## config.mk

```make
export PLATFORM = sky130hd
export DESIGN_NAME = uart_rx_bit_sampler_flat
export DESIGN_NICKNAME = d
export VERILOG_FILES = /design/src/rtl/uart_rx_bit_sampler_if.sv /design/src/rtl/uart_rx_bit_sampler.sv /design/src/flat_wrapper.sv
export SDC_FILE = /design/constraint.sdc
export NUM_CORES = 1
export LEC_CHECK = 0
export CORE_MARGIN = 8
export CORE_UTILIZATION = 55
export CTS_CLUSTER_SIZE = 12
export DETAILED_ROUTE_END_ITERATION = 16
export PLACE_DENSITY = 0.8
export SKIP_CTS_REPAIR_TIMING = 1
export SLEW_MARGIN = 20
export SYNTH_ARGS = -nofsm -noshare
export SYNTH_HDL_FRONTEND = slang
export SYNTH_SLANG_ARGS = --single-unit
export TNS_END_PERCENT = 10
```

## constraint.sdc

```tcl
create_clock -name CLK -period 3.5 [get_ports CLK]
set_input_delay 0.7 -clock CLK [delete_from_list [all_inputs] [get_ports CLK]]
set_output_delay 0.7 -clock CLK [all_outputs]
set_load 0.1 [all_outputs]
```

## src/rtl/uart_rx_bit_sampler_if.sv

```systemverilog
// Signal bundle between the UART RX frame controller and the bit sampler.
// The controller side uses the master modport; the sampler uses the slave modport.
interface uart_rx_bit_sampler_if #(
  parameter int EDGE_W = 6
);
  logic              RX_IN;
  logic [5:0]        Prescale;
  logic              PAR_EN;
  logic              cnt_en;
  logic              samp_en;
  logic              rx_sync;
  logic [EDGE_W-1:0] edge_cnt;
  logic [3:0]        bit_count;
  logic              Sampled_Bit;
  logic              sample_valid;
  logic              frame_done;

  modport master (
    output RX_IN, Prescale, PAR_EN, cnt_en, samp_en,
    input  rx_sync, edge_cnt, bit_count, Sampled_Bit, sample_valid, frame_done
  );

  modport slave (
    input  RX_IN, Prescale, PAR_EN, cnt_en, samp_en,
    output rx_sync, edge_cnt, bit_count, Sampled_Bit, sample_valid, frame_done
  );
endinterface

```

## src/rtl/uart_rx_bit_sampler.sv

```systemverilog
// UART RX front end: line synchroniser, oversample/bit counters and a
// three-sample majority vote around the middle of each bit.
module uart_rx_bit_sampler #(
  parameter int SYNC_STAGES = 2,
  parameter int EDGE_W      = 6
) (
  input logic                  CLK,
  input logic                  RST,
  uart_rx_bit_sampler_if.slave bus
);
  logic [SYNC_STAGES-1:0] sync_reg;
  logic                   cnt_en_d_reg;
  logic [EDGE_W-1:0]      p_reg;
  logic [3:0]             last_bit_reg;
  logic [EDGE_W-1:0]      edge_cnt_reg, edge_cnt_next;
  logic [3:0]             bit_count_reg, bit_count_next;
  logic                   s0_reg, s0_next;
  logic                   s1_reg, s1_next;
  logic                   s2_reg, s2_next;
  logic                   arm_reg, arm_next;
  logic                   sbit_reg, sbit_next;
  logic                   valid_reg, valid_next;

  logic                   cnt_rise;
  logic [EDGE_W-1:0]      p_clamp, p_cur, half;
  logic [3:0]             last_bit_clamp, last_bit_cur;
  logic                   edge_last, bit_last, rx_s;

  assign rx_s     = sync_reg[SYNC_STAGES-1];
  assign cnt_rise = bus.cnt_en & ~cnt_en_d_reg;

  // On the rising cycle the fresh configuration is used directly so the
  // first frame sees the new ratio without waiting for the latch.
  assign p_clamp        = (bus.Prescale == 6'd16 || bus.Prescale == 6'd32) ?
                          EDGE_W'(bus.Prescale) : EDGE_W'(8);
  assign last_bit_clamp = bus.PAR_EN ? 4'd10 : 4'd9;
  assign p_cur          = cnt_rise ? p_clamp : p_reg;
  assign last_bit_cur   = cnt_rise ? last_bit_clamp : last_bit_reg;
  assign half           = p_cur >> 1;
  assign edge_last      = (edge_cnt_reg == p_cur - EDGE_W'(1));
  assign bit_last       = (bit_count_reg == last_bit_cur);

  always_ff @(posedge CLK or posedge RST) begin
    if (RST) begin
      sync_reg      <= '1;
      cnt_en_d_reg  <= 1'b0;
      p_reg         <= EDGE_W'(8);
      last_bit_reg  <= 4'd10;
      edge_cnt_reg  <= '0;
      bit_count_reg <= '0;
      s0_reg        <= 1'b0;
      s1_reg        <= 1'b0;
      s2_reg        <= 1'b0;
      arm_reg       <= 1'b0;
      sbit_reg      <= 1'b1;
      valid_reg     <= 1'b0;
    end else begin
      sync_reg      <= {sync_reg[SYNC_STAGES-2:0], bus.RX_IN};
      cnt_en_d_reg  <= bus.cnt_en;
      if (cnt_rise) begin
        p_reg        <= p_clamp;
        last_bit_reg <= last_bit_clamp;
      end
      edge_cnt_reg  <= edge_cnt_next;
      bit_count_reg <= bit_count_next;
      s0_reg        <= s0_next;
      s1_reg        <= s1_next;
      s2_reg        <= s2_next;
      arm_reg       <= arm_next;
      sbit_reg      <= sbit_next;
      valid_reg     <= valid_next;
    end
  end

  always_comb begin
    edge_cnt_next  = edge_cnt_reg;
    bit_count_next = bit_count_reg;
    s0_next        = s0_reg;
    s1_next        = s1_reg;
    s2_next        = s2_reg;
    arm_next       = arm_reg;
    sbit_next      = sbit_reg;
    valid_next     = 1'b0;
    if (!bus.cnt_en) begin
      edge_cnt_next  = '0;
      bit_count_next = '0;
      arm_next       = 1'b0;
    end else begin
      edge_cnt_next = edge_last ? '0 : edge_cnt_reg + EDGE_W'(1);
      if (edge_last)
        bit_count_next = bit_last ? 4'd0 : bit_count_reg + 4'd1;
      // arm_reg tracks that every sample of this bit was taken with samp_en high
      if (!bus.samp_en) begin
        arm_next = 1'b0;
      end else if (edge_cnt_reg == half - EDGE_W'(1)) begin
        s0_next  = rx_s;
        arm_next = 1'b1;
      end else if (edge_cnt_reg == half) begin
        s1_next = rx_s;
      end else if (edge_cnt_reg == half + EDGE_W'(1)) begin
        s2_next = rx_s;
      end else if (edge_cnt_reg == half + EDGE_W'(2)) begin
        if (arm_reg) begin
          sbit_next  = (s0_reg & s1_reg) | (s0_reg & s2_reg) | (s1_reg & s2_reg);
          valid_next = 1'b1;
        end
        arm_next = 1'b0;
      end
    end
  end

  assign bus.rx_sync      = rx_s;
  assign bus.edge_cnt     = edge_cnt_reg;
  assign bus.bit_count    = bit_count_reg;
  assign bus.Sampled_Bit  = sbit_reg;
  assign bus.sample_valid = valid_reg;
  assign bus.frame_done   = bus.cnt_en & edge_last & bit_last;
endmodule

```

## src/flat_wrapper.sv

```systemverilog
// flat-port wrapper written by rule: the top's interface ports become plain ports
module uart_rx_bit_sampler_flat 
#(
  parameter int SYNC_STAGES = 2,
  parameter int EDGE_W      = 6
)
  (CLK, RST, bus_RX_IN, bus_Prescale, bus_PAR_EN, bus_cnt_en, bus_samp_en, bus_rx_sync, bus_edge_cnt, bus_bit_count, bus_Sampled_Bit, bus_sample_valid, bus_frame_done);
  uart_rx_bit_sampler_if #(.EDGE_W(EDGE_W)) bus_i ();
  input logic CLK;
  input logic RST;
  input wire logic [$bits(bus_i.RX_IN)-1:0] bus_RX_IN;
  input wire logic [$bits(bus_i.Prescale)-1:0] bus_Prescale;
  input wire logic [$bits(bus_i.PAR_EN)-1:0] bus_PAR_EN;
  input wire logic [$bits(bus_i.cnt_en)-1:0] bus_cnt_en;
  input wire logic [$bits(bus_i.samp_en)-1:0] bus_samp_en;
  output wire logic [$bits(bus_i.rx_sync)-1:0] bus_rx_sync;
  output wire logic [$bits(bus_i.edge_cnt)-1:0] bus_edge_cnt;
  output wire logic [$bits(bus_i.bit_count)-1:0] bus_bit_count;
  output wire logic [$bits(bus_i.Sampled_Bit)-1:0] bus_Sampled_Bit;
  output wire logic [$bits(bus_i.sample_valid)-1:0] bus_sample_valid;
  output wire logic [$bits(bus_i.frame_done)-1:0] bus_frame_done;
  assign bus_i.RX_IN = bus_RX_IN;
  assign bus_i.Prescale = bus_Prescale;
  assign bus_i.PAR_EN = bus_PAR_EN;
  assign bus_i.cnt_en = bus_cnt_en;
  assign bus_i.samp_en = bus_samp_en;
  assign bus_rx_sync = bus_i.rx_sync;
  assign bus_edge_cnt = bus_i.edge_cnt;
  assign bus_bit_count = bus_i.bit_count;
  assign bus_Sampled_Bit = bus_i.Sampled_Bit;
  assign bus_sample_valid = bus_i.sample_valid;
  assign bus_frame_done = bus_i.frame_done;
  uart_rx_bit_sampler #(.SYNC_STAGES(SYNC_STAGES), .EDGE_W(EDGE_W)) u_core (.CLK(CLK), .RST(RST), .bus(bus_i));
endmodule
```

==> impl_metrics.tcl, run 1 <==
set metrics [dict create \
    outcome "complete, no violations" \
    yosysWarningCount 0 \
    antenna_found_initial 0 \
    arrival_ps 2710 \
    dp_hpwl_um 3230 \
    cts_made_buffers 5 \
    dp_cells 278 \
    async_flop_share_pct 100 \
    clock.fmax_mhz 294 \
    ios 26 \
    reg2reg_slack_ps 800 \
    slowest_delay_ps 440 \
    via_per_inst 5.61 \
    hold_viol_final 0 \
    initial_utilization_pct 55.9 \
    finalSetupTns_ps 0 \
    place.gp.congestion 0.888 \
    cap_violations 0 \
    wl_per_cell_um 15.4 \
    grt_overflow 0 \
    p_leak_nw 1.18 \
    dr.pass1.iters 4 \
    synth_top_cells_by_count "dfrtp_1 (23), xnor2_1 (22), nand2_1 (17)" \
    fill_cells 253 \
    yosysTopAreaCell "dfrtp_1" \
    ant_nets 0 \
    hold_start "u_core.sync_reg[0]" \
    path_buf_inv 3 \
    grt_pass1_wl_um 7600 \
    holdCritPathClass "flip-flop to flip-flop" \
    reg2reg_from "u_core.cnt_en_d_reg" \
    area_growth_pct 25.8 \
    layout-drive-gt1-share_pct 32.9 \
    dieHeight_um 76.3 \
    synth-seq-cells 29 \
    cp-end-kind "output port" \
    drt_iter0_markers 96 \
    multi_input_area_sq_um 1230 \
    final-instance-count-excl-fill 291 \
    cp_slowest_cell "clkdlybuf4s50_1" \
    p_per_area_nw_per_um2 310 \
    root_buffer "clkbuf_4" \
    grt_usage_pct 15.7 \
    setup_violations 0 \
    core_sq_um 3580 \
    die_x_um 76.3 \
    yosys.area.top_type_share_pct 28.8 \
    crit_type "primary input to output port" \
    slew_viol_final 0 \
    clock_latency_ps 330 \
    finalCritPeriodShare_pct 97.3 \
    io_buffers 25 \
    row_count 22 \
    fin_skew_ps 13.5 \
    htree_levels 2 \
    fin_crit_ps 3410 \
    worst_ep_required_time_ps 2800 \
    routed_wl_um 4490 \
    clk_pin_slew_ps 80 \
    ys_seq_area_share_pct 36.7 \
    synth.avg_cell_area_sq_um 9.80 \
    crit_fanout 4 \
    min_path_cells 0 \
    vias 1633 \
    grt_pass1_vias 1622 \
    synth_ff_type "dfrtp_1" \
    fin_hold_ws_ps 363 \
    cts_max_path_buffers 2 \
    synth_most_common_cell "dfrtp_1" \
    start_kind "primary input" \
    seqCellArea_sq_um 733 \
    numClockSinks 29 \
    r2r_end "u_core.s0_reg" \
    worst_slew_pin_slew_ps 964 \
    antenna_cells 0 \
    cp_top_family "simple AND/OR/NAND/NOR gates" \
    grt_max_degree 28 \
    synthTopCellsByArea "dfrtp_1 (29%), xnor2_1 (9.6%), dfstp_2 (7.9%)" \
    drcViolationCount 0 \
    nNetsFinal 259 \
    syn-cell-area_sq_um 2000 \
    cp_cell_sequence "clkdlybuf4s50_1, nor4_4, buf_4, and3_4, o21ai_2, xnor2_2, nor4b_4, nand2_2, nor2_4, buf_12" \
    die_area_sq_um 5820 \
    syn_inst 204 \
    cts_tree "done" \
    peakVddDrop_mv 0.216 \
    r2r_cells 11 \
    synthDistinctLibCells 58 \
    synth_edf_count 0 \
    relSlewSlack_pct 35.5 \
    holdPathEnd "u_core.sync_reg[1]" \
    syn_nets 221 \
]
## routing by layer
metal | share of wire [%] | GRT usage, % | up-vias
met4 | 2.2 | 4.04 | 0
met3 | 5.2 | 5.31 | 14
met5 | 0 | 0 | -
li1 | - | - | 786
met2 | 50 | 26.5 | 41
met1 | 43 | 18.6 | 792
## worst reg2reg max path, stage by stage, from the launching register on
cell      delay, ps
dfrtp_1         460
nand2b_4        200
buf_4           200
a22oi_4         220
buf_4           220
inv_2            70
xnor2_1         240
a31oi_1          80
a211oi_1        200
nand3_1         190
nor2_1          160
mux2_2          340
## cells by family (layout without fill, tap and decap cells)
| group | after synthesis | in the layout | synth area share (%) |
|---|---|---|---|
| simple gates | 77 | 77 | 24.9 |
| compound gates | 32 | 32 | 12.1 |
| xor+xnor | 31 | 31 | 14.0 |
| flops | 29 | 29 | 36.7 |
| buf+inv | 24 | 63 | 6.01 |
| fa+ha+maj | 6 | 6 | 3.63 |
| mux | 5 | 5 | 2.75 |
## stage by stage
stage / power, mW / cell area [sq um] / utilization [%] / setup WS [ps]
2_1_floorplan: 0.475 / 2010 / - / 7.93
3_3_place_gp: 0.511 / 2310 / 64.7 / 42.6
3_5_place_dp: 0.515 / 2310 / 64.7 / -5.30
4_1_cts: 0.780 / 2390 / 66.8 / -30.8
5_1_grt: 0.811 / 2520 / 70.3 / -14.5
6_report: 0.779 / 2520 / 70.3 / 94.6
## worst max path at each step
stage,slack (ps),cells past startpoint,startpoint,to
finish,90,10,bus_Prescale[1],bus_frame_done
floorplan,8,11,bus_cnt_en,bus_frame_done
detailed placement,-5,11,bus_cnt_en,bus_frame_done
CTS,-30,11,bus_cnt_en,bus_frame_done
global route,-10,10,bus_Prescale[1],bus_frame_done
global placement,40,10,bus_Prescale[3],bus_frame_done
## report_power, final
group / switching [mW] / leakage [nW] / internal, mW
logic: 0.0792 / 0.763 / 0.0589
clock network: 0.113 / 0.0422 / 0.150
registers: 0.0220 / 0.375 / 0.356
total: 0.214 / 1.18 / 0.564
## cell type report
class                   count  area share [%]
inverters                  14            2.09
flip-flops and latches     29            29.1
multi-input cells         151            48.9
repair buffers             41            14.5
clock buffers               6            1.64
clock inverters             2            1.39
well taps                  48            2.39
## placed cells by master (no fill, tap or decap), drive strengths merged, types with 3 or more instances in the layout
cell / instances
nor2: 15
a21oi: 5
nand3: 8
dfrtp: 23
nor4: 4
nor4b: 3
clkbuf: 6
xor2: 8
o22ai: 3
dfstp: 6
nor3b: 3
and3: 4
a211oi: 5
mux2: 4
ha: 5
buf: 28
xnor2: 23
nor3: 8
dlymetal6s2s: 3
clkdlybuf4s50: 10
inv: 14
o21ai: 10
nand2: 19
No activity file was read; power rests on OpenSTA's default activity.
==> run 2, diff against run 1 <==
- CORE_UTILIZATION: 55 -> 59
- GPL_ROUTABILITY_DRIVEN: unset -> 0
- PLACE_DENSITY: 0.8 -> 0.84
- clock period: 3.5 -> 4.42 ns (I/O delays scaled with it)
==> run 2 against run 1 <==
  * Flip-flop and latch count did not move
  * Hold slack got worse by 3.1 ps
  * Via count fell by 5.4%
  * Core utilization rose by 1.8 points
  * Register-to-register slack improved by 850 ps
  * Clock skew fell by 2.1 ps
  * Die area fell by 5.4%
  * Global-route usage rose by 2.5 points
  * Clock power fell by 14%
  * Critical path depth did not move
  * Wire length fell by 2.2%
  * Largest power group unchanged
==> impl_metrics.tcl, run 2 (synthesis gave the netlist of run 1 again) <==
set metrics [dict create \
    relSlewSlack_pct 34.9 \
    wl_met1_um 1990 \
    dp_hpwl_um 3210 \
    worst_ep_required_time_ps 3540 \
    ant_nets 0 \
    numClockSinks 29 \
    postPlaceCellArea_sq_um 2280 \
    finalCritPeriodShare_pct 90.8 \
    cts_max_path_buffers 2 \
    cap_violations 0 \
    finalSetupTns_ps 0 \
    grt_overflow 0 \
    rsz0062_at_grt "false" \
    hold_start "u_core.sync_reg[0]" \
    post-route-util_pct 72.1 \
    final_area_sq_um 2370 \
    arrival_ps 3130 \
    cts_tree "done" \
    grt_pass1_vias 1659 \
    grt_max_degree 30 \
    final-instance-count-excl-fill 277 \
    vias 1545 \
    cp-end-kind "output port" \
    start_kind "primary input" \
    p_leak_nw 1.04 \
    reg2reg_from "u_core.cnt_en_d_reg" \
    dr.pass1.iters 4 \
    p_per_area_nw_per_um2 265 \
    fin_hold_ws_ps 360 \
    antenna_found_initial 0 \
    dieHeight_um 74.2 \
    highest_layer "met4" \
    fin_crit_ps 4010 \
    io_buffers 25 \
    cts_made_buffers 5 \
    slew_viol_final 0 \
    die_x_um 74.2 \
    r2r_cells 10 \
    root_buffer "clkbuf_4" \
    holdCritPathClass "flip-flop to flip-flop" \
    htree_levels 2 \
    grt_pass1_wl_um 7680 \
    area_growth_pct 18.4 \
    peakVddDrop_mv 0.206 \
    layout-drive-gt1-share_pct 19.9 \
    core_sq_um 3280 \
    via_per_inst 5.58 \
    hold_viol_final 0 \
    reg2reg_slack_ps 1650 \
    worst_slew_pin_slew_ps 973 \
    wl_per_cell_um 15.8 \
    place_ws_ps 450 \
    mostFrequentLayoutCell "clkdlybuf4s50_1" \
    drt_iter0_markers 60 \
    outcome "complete, no violations" \
    dp_cells 269 \
    drcViolationCount 0 \
    fin_skew_ps 11.4 \
    p_total_uw 628 \
    nNetsFinal 247 \
    antenna_cells 0 \
    initial_utilization_pct 60.9 \
    row_count 21 \
    clock_latency_ps 330 \
    worst_slack_ps 405 \
    layout_common_cells "clkdlybuf4s50_1 (24), dfrtp_1 (23), xnor2_1 (22), nand2_1 (17), nor2_1 (14)" \
    route.met3.wl_um 215 \
    r2r_end "u_core.bus.Sampled_Bit" \
    crit_fanout 9 \
    wl_met2_um 2110 \
    setup_violations 0 \
    die_area_sq_um 5510 \
    ios 26 \
    min_path_cells 0 \
    crit_type "primary input to output port" \
    holdPathEnd "u_core.sync_reg[1]" \
    routed_wl_um 4390 \
    grt_usage_pct 18.2 \
    clk_pin_slew_ps 90 \
    clock.fmax_mhz 249 \
]
run 2: cell count changes in the layout (fill, tap and decap cells not counted), moves of 2 or more:
| cell | change |
|---|---|
| xnor2_2 | -3 |
| buf_4 | -22 |
| dlymetal6s2s_1 | -3 |
| xnor2_1 | +3 |
| nand2_1 | +3 |
| nand2_2 | -3 |
| nor3_2 | -2 |
| nor3_1 | +2 |
| clkdlybuf4s50_1 | +14 |
run 2: metal layers:
layer	up-vias	global-route usage, %
met5	-	0
met4	0	8.04
met3	8	5.26
met2	30	30.1
met1	751	21.3
li1	756	-
run 2: critical path, cell delays in order:
cell	delay [ps]
clkdlybuf4s50_1	490
buf_4	180
nor2b_2	310
and3_2	280
a21oi_1	60
xnor2_1	150
nor4b_2	320
nand2_1	110
nor2_2	140
buf_12	190
run 2: power by group:
group,switching [mW],internal [mW]
logic,0.0607,0.0424
registers,0.0170,0.282
clock network,0.0905,0.135
run 2: how the worst max path moves through the flow:
stage | from | endpoint
2_1_floorplan | bus_cnt_en | bus_frame_done
3_3_place_gp | bus_Prescale[3] | bus_frame_done
3_5_place_dp | bus_Prescale[3] | bus_frame_done
4_1_cts | bus_Prescale[3] | bus_frame_done
5_1_grt | bus_cnt_en | bus_frame_done
6_report | bus_cnt_en | bus_frame_done
run 2: final cells by class:
type                       count  area (sq um)
clock buffer                   7          55.1
tap                           46          57.6
fill                         262           917
sequential                    29           733
timing repair buffer          29           290
clock inverter                 1          30.0
inverter                      14          52.6
multi-input combinational    151          1150
